`src/rtl/inst_sched_pkg.sv`:
```
// Shared constants for the round-robin instance scheduler: default sizing
// and the scheduler FSM state encoding.
package inst_sched_pkg;

  localparam int DEF_NUM_INST = 5;
  localparam int DEF_MAX_HOLD = 16;

  typedef logic [1:0] state_t;

  localparam state_t ST_IDLE    = 2'd0;
  localparam state_t ST_GRANT   = 2'd1;
  localparam state_t ST_RELEASE = 2'd2;

endpackage

```
`src/rtl/rr_pick.sv`:
```
// Combinational rotate-and-priority-encode: finds the first set request bit
// searching upward from ptr, wrapping from NUM_INST-1 back to 0.
module rr_pick
  import inst_sched_pkg::*;
#(
  parameter int NUM_INST = DEF_NUM_INST,
  parameter int IDX_W    = $clog2(NUM_INST)
) (
  input  logic [NUM_INST-1:0] req,
  input  logic [IDX_W-1:0]    ptr,
  output logic                found,
  output logic [IDX_W-1:0]    index
);

  int               cand;
  logic [IDX_W-1:0] cand_idx;

  // Walk offsets 0..NUM_INST-1 from ptr; the first hit wins.
  always_comb begin
    found    = 1'b0;
    index    = '0;
    cand     = 0;
    cand_idx = '0;
    for (int i = 0; i < NUM_INST; i++) begin
      cand = int'(ptr) + i;
      if (cand >= NUM_INST) cand = cand - NUM_INST;
      cand_idx = IDX_W'(cand);
      if (!found && req[cand_idx]) begin
        found = 1'b1;
        index = cand_idx;
      end
    end
  end

endmodule

```
`src/rtl/inst_rr_scheduler.sv`:
```
// Round-robin grant of one shared resource among child instances.
// Define SCHED_HOLD_TIMEOUT_EN to build the MAX_HOLD grant revocation.
module inst_rr_scheduler
  import inst_sched_pkg::*;
#(
  parameter int NUM_INST = DEF_NUM_INST,
  parameter int MAX_HOLD = DEF_MAX_HOLD,
  parameter int IDX_W    = $clog2(NUM_INST)
) (
  input  logic                clk,
  input  logic                rst_n,
  input  logic [NUM_INST-1:0] req,
  input  logic [NUM_INST-1:0] done,
  output logic [NUM_INST-1:0] grant,
  output logic [IDX_W-1:0]    grant_idx,
  output logic                busy,
  output logic                timeout
);

  state_t           state;
  logic [IDX_W-1:0] ptr;
  logic             pick_found;
  logic [IDX_W-1:0] pick_idx;
  logic             rel_normal;
  logic             rel_now;
  logic [IDX_W-1:0] ptr_next;

  rr_pick #(
    .NUM_INST (NUM_INST),
    .IDX_W    (IDX_W)
  ) u_pick (
    .req   (req),
    .ptr   (ptr),
    .found (pick_found),
    .index (pick_idx)
  );

  assign rel_normal = done[grant_idx] | ~req[grant_idx];
  assign ptr_next   = (grant_idx == IDX_W'(NUM_INST - 1)) ? '0 : grant_idx + 1'b1;

`ifdef SCHED_HOLD_TIMEOUT_EN
  localparam int CNT_W = (MAX_HOLD > 2) ? $clog2(MAX_HOLD) : 1;

  logic [CNT_W-1:0] hold_cnt;
  logic             hold_hit;

  assign hold_hit = (hold_cnt == CNT_W'(MAX_HOLD - 1));
  assign rel_now  = rel_normal | hold_hit;

  // Counter sits at zero outside GRANT so every grant starts fresh; a normal
  // release in the limit cycle takes precedence and suppresses the pulse.
  always_ff @(posedge clk or negedge rst_n) begin
    if (!rst_n) begin
      hold_cnt <= '0;
      timeout  <= 1'b0;
    end else begin
      timeout  <= (state == ST_GRANT) && hold_hit && !rel_normal;
      hold_cnt <= ((state == ST_GRANT) && !rel_now) ? hold_cnt + 1'b1 : '0;
    end
  end
`else
  assign rel_now = rel_normal;
  assign timeout = 1'b0;
`endif

  always_ff @(posedge clk or negedge rst_n) begin
    if (!rst_n) begin
      state     <= ST_IDLE;
      ptr       <= '0;
      grant     <= '0;
      grant_idx <= '0;
      busy      <= 1'b0;
    end else begin
      case (state)
        ST_IDLE: begin
          if (pick_found) begin
            grant     <= NUM_INST'(1) << pick_idx;
            grant_idx <= pick_idx;
            busy      <= 1'b1;
            state     <= ST_GRANT;
          end
        end
        ST_GRANT: begin
          if (rel_now) begin
            grant <= '0;
            busy  <= 1'b0;
            ptr   <= ptr_next;
            state <= ST_RELEASE;
          end
        end
        ST_RELEASE: state <= ST_IDLE;
        default:    state <= ST_IDLE;
      endcase
    end
  end

endmodule

```
`config.mk`:
```
export PLATFORM = sky130hd
export DESIGN_NAME = inst_rr_scheduler
export DESIGN_NICKNAME = d
export VERILOG_FILES = /design/src/rtl/inst_sched_pkg.sv /design/src/rtl/rr_pick.sv /design/src/rtl/inst_rr_scheduler.sv
export SDC_FILE = /design/constraint.sdc
export NUM_CORES = 1
export LEC_CHECK = 0
export ABC_AREA = 1
export CAP_MARGIN = 20
export CELL_PAD_IN_SITES_DETAIL_PLACEMENT = 0
export CELL_PAD_IN_SITES_GLOBAL_PLACEMENT = 1
export CORE_MARGIN = 2
export CORE_UTILIZATION = 39
export CTS_CLUSTER_SIZE = 30
export DETAILED_ROUTE_END_ITERATION = 8
export GPL_ROUTABILITY_DRIVEN = 0
export HOLD_SLACK_MARGIN = 0.02
export PLACE_DENSITY_LB_ADDON = 0.1
export SKIP_LAST_GASP = 1
export SLEW_MARGIN = 40
export SYNTH_ARGS = -nofsm -noshare
export SYNTH_HDL_FRONTEND = slang
export SYNTH_SLANG_ARGS = --single-unit
```
`constraint.sdc`:
```
create_clock -name clk -period 2.86 [get_ports clk]
set_input_delay 0.572 -clock clk [delete_from_list [all_inputs] [get_ports clk]]
set_output_delay 0.572 -clock clk [all_outputs]
set_load 0.05 [all_outputs]
```
==> reports/summary.txt <==
TNS Setup: 0 ns
First-pass GRT wire length: 8040 µm
Worst Path Arrival: 2.84 ns
I/O Buffers: 20
Layout cells sized above 1: 0.176
Status: finished, final reports clean
Post-layout util: 0.522
Placed cells: 350
Clock Path Buffers: 2
Worst-Skew Late Latency: 0.24 ns
Yosys warns: 0
Synth Instances: 272
Hold Path Sink: grant[3]$_DFFE_PN0P_
Nets: 330
Netlist cell types: 30
Max_cap viols: 0
Critical Path Start Type: flop
GR Util All Layers: 0.202
Total via count in the routed design: 1837
Min-delay worst type: reg2reg
Post-route minimum period: 2.70 ns
Top_reg_cell synth: dfrtp_1
Final Max Slew Viols: 0
Post-synth EDFFs: 0
RR Endpoint: grant[1]$_DFFE_PN0P_
Clock Sinks: 14
Crit. End Element: flop
DRT Pass-1 Iters: 5
Slew Limit Headroom: 0.569
Initial antenna violation count: 0
Hold_buf cts: 0
Crit Reg-Reg Startpoint: ptr[1]$_DFFE_PN0P_
Area Overhead vs Synth: 26.3%
Detail Route Antenna Nets: 0
Post-DP HPWL: 3850 µm
Worst path required time: 3.00 ns
Synth Net Count: 295
Vias in the first global route: 1742
Initial core utilization: 0.414
Final Hold Viols: 0
Worst reg2reg path depth: 14
Area of the multi-input gates: 1230 µm²
Mean Syn Cell Area: 6.21 µm²
Final setup vio count: 0
Die Footprint: 4880 µm²
WL/cell: 13.1 µm
Via density: 5.16
CTS tree: yes
CTS clk-pin slew, worst paths: 0.06 ns
DRT iter0 DRCs: 118
Die height: 69.8 µm
DR DRC count: 0
DIE WIDTH: 69.8 µm
Setup skew after layout: 0.000787 ns
Ports: 22
Number of H-tree levels: 1
Worst Max-Slew Pin Slew: 0.645 ns
Critical path type: reg2reg
Root Driver: clkbuf_8
Reg2Reg Setup Slack: 0.16 ns
Non-filler cells in the finished layout: 356
Fmax achieved: 0.371 GHz
Final WL: 4660 µm
Core Region: 4090 µm²
# diodes: 0
Fin crit share: 0.943
GRT overflow: 0
FF+latch count, synth: 14
Post-Syn Area: 1690 µm²
Synth async-reset ratio: 1.00
Hold depth: 2
Max Fanout on Critical Path: 6
Hold Startpoint: grant[3]$_DFFE_PN0P_
Total CTS buffers: 3
Post-synthesis sequential area ratio: 0.207
Register area: 352 µm²
Filler cell count: 447
Pin count of the biggest net entering global routing: 15
Row Count: 23
## state kept, by name (all words and copies together), names as in the netlist
signal / cells
grant: 5
grant_idx: 3
ptr: 3
state: 2
busy: 1
## logic make-up after synthesis
group / after synthesis / share of synthesized area
buffers and inverters: 39 / 0.0933
and+or+nand+nor: 179 / 0.503
adders and majority gates: 11 / 0.0859
other: 1 / 0.00222
AOI/OAI and AO/OA: 25 / 0.0925
DFF: 14 / 0.207
xor gates and xnor gates: 3 / 0.0155
## layout by cell type (no fill, tap or decap), drive strengths merged
master         Yosys  final
nand3b             2      2
clkdlybuf4s50      0     20
inv               36     36
o211ai             3      3
fa                 1      1
nand2             98     98
clkbuf             0      4
nor4               1      1
nand4              6      6
conb               1      1
a21oi              2      2
nor2              19     19
xor2               2      2
xnor2              1      1
ha                10     10
buf                3     13
o221ai             2      2
a31oi              1      1
nand3             53     53
o21ai             17     17
dfrtp             14     14
## critical path, stage by stage (launching register included)
cell and delay (ns):
dfrtp_2 0.46, ha_1 0.19, inv_1 0.09, fa_1 0.43
o21ai_0 0.41, nor2_1 0.08, nand3_1 0.12, nand2_4 0.09
nor2_8 0.12, nand2_2 0.08, o21ai_4 0.21, buf_4 0.15
nor2_4 0.03, nand3_1 0.07, nand2_1 0.05
## routing by layer
layer  track usage  wire length, µm  vias to the layer above
met4        0.0534               53                        0
li1              -                -                      964
met2         0.346             2190                       43
met1         0.276             2250                      826
met3        0.0102              164                        4
met5             0                0                        -
## how the worst max path moves through the flow
| stage | from | to | cells past startpoint |
|---|---|---|---|
| after global placement | ptr[1]$_DFFE_PN0P_ | grant_idx[2]$_DFFE_PN0P_ | 19 |
| after CTS | ptr[1]$_DFFE_PN0P_ | grant[2]$_DFFE_PN0P_ | 20 |
| after floorplan | ptr[0]$_DFFE_PN0P_ | grant[0]$_DFFE_PN0P_ | 21 |
| final | ptr[1]$_DFFE_PN0P_ | grant[1]$_DFFE_PN0P_ | 14 |
| after global routing | ptr[0]$_DFFE_PN0P_ | grant[0]$_DFFE_PN0P_ | 21 |
| after detailed placement | ptr[1]$_DFFE_PN0P_ | grant[1]$_DFFE_PN0P_ | 20 |
## stage by stage
step	hold WS, ns	instance area (µm²)	setup slack, ns
after floorplan	0.276	1690	0.247
after global placement	0.463	2020	0.0790
after detailed placement	0.467	2020	0.0343
after CTS	0.486	2070	0.0125
after global routing	0.514	2130	-0.0210
final	0.477	2130	0.162
## area by class of cell
type,instances,area share
clock buffer,4,0.0258
inverter,36,0.0645
multi-input combinational,219,0.576
sequential,14,0.165
tap,50,0.0293
timing repair buffer,33,0.140
## what timing repair did
| item | 4_1_cts | 5_1_grt |
|---|---|---|
| setup endpoints to repair | 0 | 10 |
| resized for setup | 0 | 20 |
| buffers inserted | 0 | 2 |
## cell usage after synthesis (3+ instances only)
master	n	area, µm²
dfrtp_1	14	350
ha_1	10	125
inv_1	32	120
inv_2	3	11.3
nand2_1	89	334
nand2_2	7	43.8
nand3_1	50	250
nand4_1	6	37.5
nor2_1	17	63.8
o211ai_1	3	22.5
o21ai_0	13	65.1
Power is not shown: default switching activity piles up to over one toggle a cycle in this logic, so the estimate is an artifact.
